**config.mk**
```make
export PLATFORM = sky130hd
export DESIGN_NAME = layer_sequencer_flat
export DESIGN_NICKNAME = d
export VERILOG_FILES = /design/src/rtl/layer_sequencer_if.sv /design/src/rtl/layer_sequencer.sv /design/src/flat_wrapper.sv
export SDC_FILE = /design/constraint.sdc
export NUM_CORES = 1
export LEC_CHECK = 0
export ABC_CLOCK_PERIOD_IN_PS = 2050
export CAP_MARGIN = 0
export CORE_ASPECT_RATIO = 1.1
export CORE_MARGIN = 4
export CORE_UTILIZATION = 25
export DETAILED_ROUTE_END_ITERATION = 7
export PLACE_DENSITY = 0.46
export SLEW_MARGIN = 20
export SYNTH_ARGS = -nofsm -noshare
export SYNTH_HDL_FRONTEND = slang
export SYNTH_SLANG_ARGS = --single-unit
```
**constraint.sdc**
```tcl
create_clock -name clock -period 2.05 [get_ports clock]
set_input_delay 0.41 -clock clock [delete_from_list [all_inputs] [get_ports clock]]
set_output_delay 0.41 -clock clock [all_outputs]
set_load 0.005 [all_outputs]
```
**src/rtl/layer_sequencer_if.sv**
```systemverilog
// Handshake and strobe bundle between the layer sequencer and its neighbours.
// The driver (master) supplies start/en; the sequencer (slave) returns index, strobes and status.
interface layer_sequencer_if #(
  parameter int COL_W = 3
) ();
  logic             start;
  logic             en;
  logic [COL_W-1:0] col_index;
  logic             new_row;
  logic             new_vector;
  logic             new_quadrant_row;
  logic             quadrant_msb;
  logic             busy;
  logic             done;

  modport master (
    output start, en,
    input  col_index, new_row, new_vector, new_quadrant_row, quadrant_msb, busy, done
  );

  modport slave (
    input  start, en,
    output col_index, new_row, new_vector, new_quadrant_row, quadrant_msb, busy, done
  );
endinterface

```
**src/rtl/layer_sequencer.sv**
```systemverilog
// Walks columns across row pairs, repeats each pair per input vector, covers three pairs per
// quadrant and two quadrants per layer, and emits the strobes the row index counter consumes.
module layer_sequencer #(
  parameter int COLS        = 8,
  parameter int NUM_VECTORS = 4,
  parameter int COL_W       = 3
) (
  input  logic              clock,
  input  logic              clear,
  layer_sequencer_if.slave  bus
);
  localparam int VEC_W = (NUM_VECTORS > 1) ? $clog2(NUM_VECTORS) : 1;

  typedef enum logic [1:0] {IDLE, RUN, GAP} state_t;

  state_t           state_reg, state_next;
  logic [COL_W-1:0] col_reg, col_next;
  logic             rip_reg, rip_next;
  logic [VEC_W-1:0] vec_reg, vec_next;
  logic [1:0]       pair_reg, pair_next;
  logic             quad_reg, quad_next;

  logic col_last, vec_last, pair_last;
  logic row_end, pair_end, layer_quad_end;

  assign col_last  = (col_reg == COL_W'(COLS - 1));
  assign vec_last  = (vec_reg == VEC_W'(NUM_VECTORS - 1));
  assign pair_last = (pair_reg == 2'd2);

  always_ff @(posedge clock) begin
    if (clear) begin
      state_reg <= IDLE;
      col_reg   <= '0;
      rip_reg   <= 1'b0;
      vec_reg   <= '0;
      pair_reg  <= '0;
      quad_reg  <= 1'b0;
    end else begin
      state_reg <= state_next;
      col_reg   <= col_next;
      rip_reg   <= rip_next;
      vec_reg   <= vec_next;
      pair_reg  <= pair_next;
      quad_reg  <= quad_next;
    end
  end

  always_comb begin
    state_next = state_reg;
    col_next   = col_reg;
    rip_next   = rip_reg;
    vec_next   = vec_reg;
    pair_next  = pair_reg;
    quad_next  = quad_reg;
    case (state_reg)
      IDLE: begin
        if (bus.start) state_next = RUN;
      end
      RUN: begin
        if (bus.en) begin
          if (!col_last) begin
            col_next = col_reg + COL_W'(1);
          end else begin
            col_next = '0;
            if (!rip_reg) begin
              rip_next = 1'b1;
            end else if (!vec_last) begin
              rip_next   = 1'b0;
              vec_next   = vec_reg + VEC_W'(1);
              state_next = GAP;
            end else begin
              rip_next = 1'b0;
              vec_next = '0;
              if (pair_last) begin
                // Quadrant complete; the second one also finishes the layer.
                pair_next = '0;
                quad_next = ~quad_reg;
                if (quad_reg) state_next = IDLE;
              end else begin
                pair_next = pair_reg + 2'd1;
              end
            end
          end
        end
      end
      GAP: begin
        if (bus.en) state_next = RUN;
      end
      default: state_next = IDLE;
    endcase
  end

  assign row_end        = (state_reg == RUN) && bus.en && col_last;
  assign pair_end       = row_end && rip_reg && vec_last;
  assign layer_quad_end = pair_end && pair_last;

  assign bus.col_index        = col_reg;
  assign bus.new_row          = row_end && !pair_end;
  assign bus.new_quadrant_row = pair_end;
  assign bus.new_vector       = pair_end || ((state_reg == GAP) && bus.en);
  // Shows the next quadrant during its closing strobe so the downstream clear loads the new base.
  assign bus.quadrant_msb     = quad_reg ^ layer_quad_end;
  assign bus.busy             = (state_reg != IDLE);
  assign bus.done             = layer_quad_end && quad_reg;
endmodule
```
**src/flat_wrapper.sv**
```systemverilog
// flat-port wrapper written by rule: the top's interface ports become plain ports
module layer_sequencer_flat 
#(
  parameter int COLS        = 8,
  parameter int NUM_VECTORS = 4,
  parameter int COL_W       = 3
)
  (clock, clear, bus_start, bus_en, bus_col_index, bus_new_row, bus_new_vector, bus_new_quadrant_row, bus_quadrant_msb, bus_busy, bus_done);
  layer_sequencer_if #(.COL_W(COL_W)) bus_i ();
  input  logic clock;
  input  logic clear;
  input wire logic [$bits(bus_i.start)-1:0] bus_start;
  input wire logic [$bits(bus_i.en)-1:0] bus_en;
  output wire logic [$bits(bus_i.col_index)-1:0] bus_col_index;
  output wire logic [$bits(bus_i.new_row)-1:0] bus_new_row;
  output wire logic [$bits(bus_i.new_vector)-1:0] bus_new_vector;
  output wire logic [$bits(bus_i.new_quadrant_row)-1:0] bus_new_quadrant_row;
  output wire logic [$bits(bus_i.quadrant_msb)-1:0] bus_quadrant_msb;
  output wire logic [$bits(bus_i.busy)-1:0] bus_busy;
  output wire logic [$bits(bus_i.done)-1:0] bus_done;
  assign bus_i.start = bus_start;
  assign bus_i.en = bus_en;
  assign bus_col_index = bus_i.col_index;
  assign bus_new_row = bus_i.new_row;
  assign bus_new_vector = bus_i.new_vector;
  assign bus_new_quadrant_row = bus_i.new_quadrant_row;
  assign bus_quadrant_msb = bus_i.quadrant_msb;
  assign bus_busy = bus_i.busy;
  assign bus_done = bus_i.done;
  layer_sequencer #(.COLS(COLS), .NUM_VECTORS(NUM_VECTORS), .COL_W(COL_W)) u_core (.clock(clock), .clear(clear), .bus(bus_i));
endmodule
```
==> results.sh <==
export IMPL_outcome="complete, but fails checks"
export IMPL_violations="setup timing"
export IMPL_hold_viol=0
export IMPL_yosysWarnings=0
export IMPL_critPathSlowestCell="dfxtp_2"
export IMPL_pin_count=13
export IMPL_end_kind="output pin"
export IMPL_synth_top_cell_by_area="dfxtp_1"
export IMPL_cpPeakStageDelay_ns=0.35
export IMPL_via_count=576
export IMPL_die_area_um2=3160
export IMPL_maxCapViolations=0
export IMPL_crit_path_start="u_core.bus.col_index[0]"
export IMPL_r2r_start="u_core.bus.col_index[0]"
export IMPL_chipHeight_um=58.6
export IMPL_clock_latency_ns=0.27
export IMPL_synth_top_area_share_pct=37.8
export IMPL_fin_ws_ns=-0.0567
export IMPL_cts_clk_slew_worst_paths_ns=0.07
export IMPL_cp_required_ns=1.64
export IMPL_tritoncts="done"
export IMPL_fillers=219
export IMPL_io_buffers=12
export IMPL_path_class="reg2out"
export IMPL_viasPerCell=4.57
export IMPL_vdd_ir_drop_max_mv=0.305
export IMPL_fin_cells=126
export IMPL_antenna_found_initial=0
export IMPL_overflow=0
export IMPL_switching_share_pct=23.9
export IMPL_seqPwrFrac_pct=53.1
export IMPL_synthToLayoutAreaGrowth_pct=63.0
export IMPL_die_w_um=54.0
export IMPL_cts_path_max_buffers=2
export IMPL_fp_coreArea_um2=2230
export IMPL_async_flop_share_pct=0
export IMPL_whs_ns=0.525
export IMPL_synth_avg_cell_area_um2=9.54
export IMPL_hp_class="reg2reg"
export IMPL_yosysUniqueCellTypes=26
export IMPL_synthCells=61
export IMPL_cts_buffers=3
export IMPL_cp_start_kind="register"
export IMPL_grtUsageTotal_pct=10.2
export IMPL_path_max_fanout=2
export IMPL_seq_area_um2=225
export IMPL_finClkSkew_ns=0.00235
export IMPL_internal_power_uw=314
export IMPL_worst_pin_slew_ns=0.299
export IMPL_clockRootBuffer="clkbuf_4"
export IMPL_report_final_slew_viol_count=0
export IMPL_synth_enable_flop_cells=0
export IMPL_hpwl_um=1060
export IMPL_grt_setup_unrepaired="true"
export IMPL_h_tree_depth=1
export IMPL_worstPathCellList="ha_4 -> ha_4 -> nand3_4 -> nor4b_4 -> ha_2 -> clkbuf_2"
export IMPL_p_comb_share_pct=9.6
export IMPL_grt_max_degree=13
export IMPL_remaining_drc_errors=0
export IMPL_gp_congestion=0.626
export IMPL_yosys_register_bits=11
export IMPL_rows=18
export IMPL_synth_main_ff_cell="dfxtp_1"
export IMPL_n_antenna_cell=0
export IMPL_syn_cell_area_um2=582
export IMPL_final_layout_size_suffix_gt1_share_pct=41.7
export IMPL_setup_viol=1
export IMPL_hp_start="u_core.pair_reg[1]"
export IMPL_clock_sinks=11
export IMPL_synth_nets=69
export IMPL_crit_path_frequent_cell="ha_4"
export IMPL_dr_first_iter_drc_count=18
export IMPL_grt_pass1_wl_um=2290
export IMPL_worst_ep_arrival_time_ns=1.70
export IMPL_p_leak_uw=0.000389
export IMPL_wl_per_cell_um=10.4
export IMPL_power_switching_uw=98.6
export IMPL_max_slew_margin_rel_pct=79.5
export IMPL_period_share_pct=103
export IMPL_multiInputGateArea_um2=384
export IMPL_grt_pass1_vias=563
export IMPL_power_uw=413
export IMPL_dp_cells=119
export IMPL_fin_crit_ns=2.11
export IMPL_power_density_nw_per_um2=436
export IMPL_fin_nets=105
export IMPL_postRouteAntennaNets=0
export IMPL_max_clock_freq_ghz=0.475
export IMPL_initial_core_util_pct=26.1
export IMPL_clockPowerShare_pct=37.4
export IMPL_firstDrtPassIters=4
export IMPL_utilization_pct=42.5
export IMPL_largest_register_ffs=3
export IMPL_synth_sequential_area_ratio_pct=37.8
export IMPL_synthTopCellsByArea="dfxtp_1, ha_1, mux2i_1"
export IMPL_wl_um=1320
## layer usage
layer	track usage [%]	routed length [um]
met1	11.3	541
met2	16.8	645
met3	3.54	94
met4	5.34	34
met5	0	0
## Yosys cell counts (2+ instances only)
cell type / number
mux2i_1: 3
nand3b_1: 3
o21ai_0: 3
inv_1: 3
nor2_1: 8
nand2_1: 2
ha_1: 4
or4_1: 2
dfxtp_1: 11
nor2b_1: 2
a21oi_1: 4
o41ai_1: 2
## cells in the final DEF, fill, tap and decap left out
| cell | n |
|---|---|
| a2111oi_0 | 1 |
| a21oi_1 | 4 |
| a31o_2 | 1 |
| buf_2 | 1 |
| buf_4 | 18 |
| buf_6 | 2 |
| clkbuf_1 | 1 |
| clkbuf_2 | 1 |
| clkbuf_4 | 3 |
| clkdlybuf4s15_1 | 1 |
| clkdlybuf4s50_1 | 6 |
| dfxtp_1 | 7 |
| dfxtp_2 | 4 |
| dlygate4sd2_1 | 3 |
| ha_2 | 2 |
| ha_4 | 2 |
| inv_1 | 3 |
| mux2_2 | 1 |
| mux2i_1 | 3 |
| nand2_1 | 2 |
| nand2b_1 | 1 |
| nand3_1 | 1 |
| nand3_4 | 1 |
| nand3b_1 | 3 |
| nand4_1 | 1 |
| nand4b_1 | 1 |
| nor2_1 | 7 |
| nor2_4 | 1 |
| nor2b_1 | 2 |
| nor4b_4 | 1 |
| o21ai_0 | 3 |
| o41ai_1 | 2 |
| or2_2 | 1 |
| or3_1 | 1 |
| or3b_2 | 1 |
| or4_1 | 2 |
| xnor2_1 | 1 |
## logic make-up after synthesis
family | count (synthesis) | share of synthesized area [%]
AO/OA/AOI/OAI | 11 | 12.0
XOR/XNOR | 1 | 1.51
adder cells (fa/ha/maj) | 4 | 8.60
buffers and inverters | 4 | 2.58
flip-flops | 11 | 37.8
multiplexers | 4 | 7.10
AND/OR/NAND/NOR | 26 | 30.3
## final timing paths
path | to | slack [ns] | cells after the start
max | bus_quadrant_msb | -0.06 | 6
min | u_core.pair_reg[1] | 0.53 | 2
max reg2reg | u_core.pair_reg[0] | 0.43 | 7
min reg2reg | u_core.pair_reg[1] | 0.53 | 2
## worst max-delay path: cells and delay by family (launching register included)
| kind | cells | cell delay, ns |
|---|---|---|
| adder cells (fa/ha/maj) | 3 | 0.59 |
| buffers and inverters | 1 | 0.11 |
| flip-flops | 1 | 0.35 |
| AND/OR/NAND/NOR | 2 | 0.38 |
## power groups by stage
stage	Combinational, uW	Sequential, uW	Clock, uW
6_report	39.5	219	154
5_1_grt	44.7	220	172
2_1_floorplan	12.6	224	0
3_3_place_gp	40.4	223	0
4_1_cts	40.4	219	159
3_5_place_dp	40.5	223	0
## through the flow
| step | cell area, um2 | worst slack [ns] | TNS (ns) |
|---|---|---|---|
| CTS | 945 | -0.144 | -0.144 |
| global placement | 863 | -0.413 | -1.79 |
| finish | 948 | -0.0567 | -0.0567 |
| floorplan | 582 | 0.258 | 0 |
| global route | 948 | -0.176 | -0.286 |
| detailed placement | 863 | -0.423 | -1.83 |
## repair_timing
item / in CTS / in global routing
endpoints found under the setup margin: 5 / 5
pin swaps: 5 / 3
hold buffers: 0 / 0
gates resized for setup: 24 / 2
setup buffers: 2 / 1
## layout make-up
| type | instances | share of cell area, % |
|---|---|---|
| multi-input combinational | 46 | 40.5 |
| timing repair buffer | 32 | 27.8 |
| sequential | 11 | 23.7 |
| tap | 30 | 3.96 |
| clock buffer | 4 | 2.77 |
| inverter | 3 | 1.19 |
Note: power is estimated with default switching activity, not from simulation.
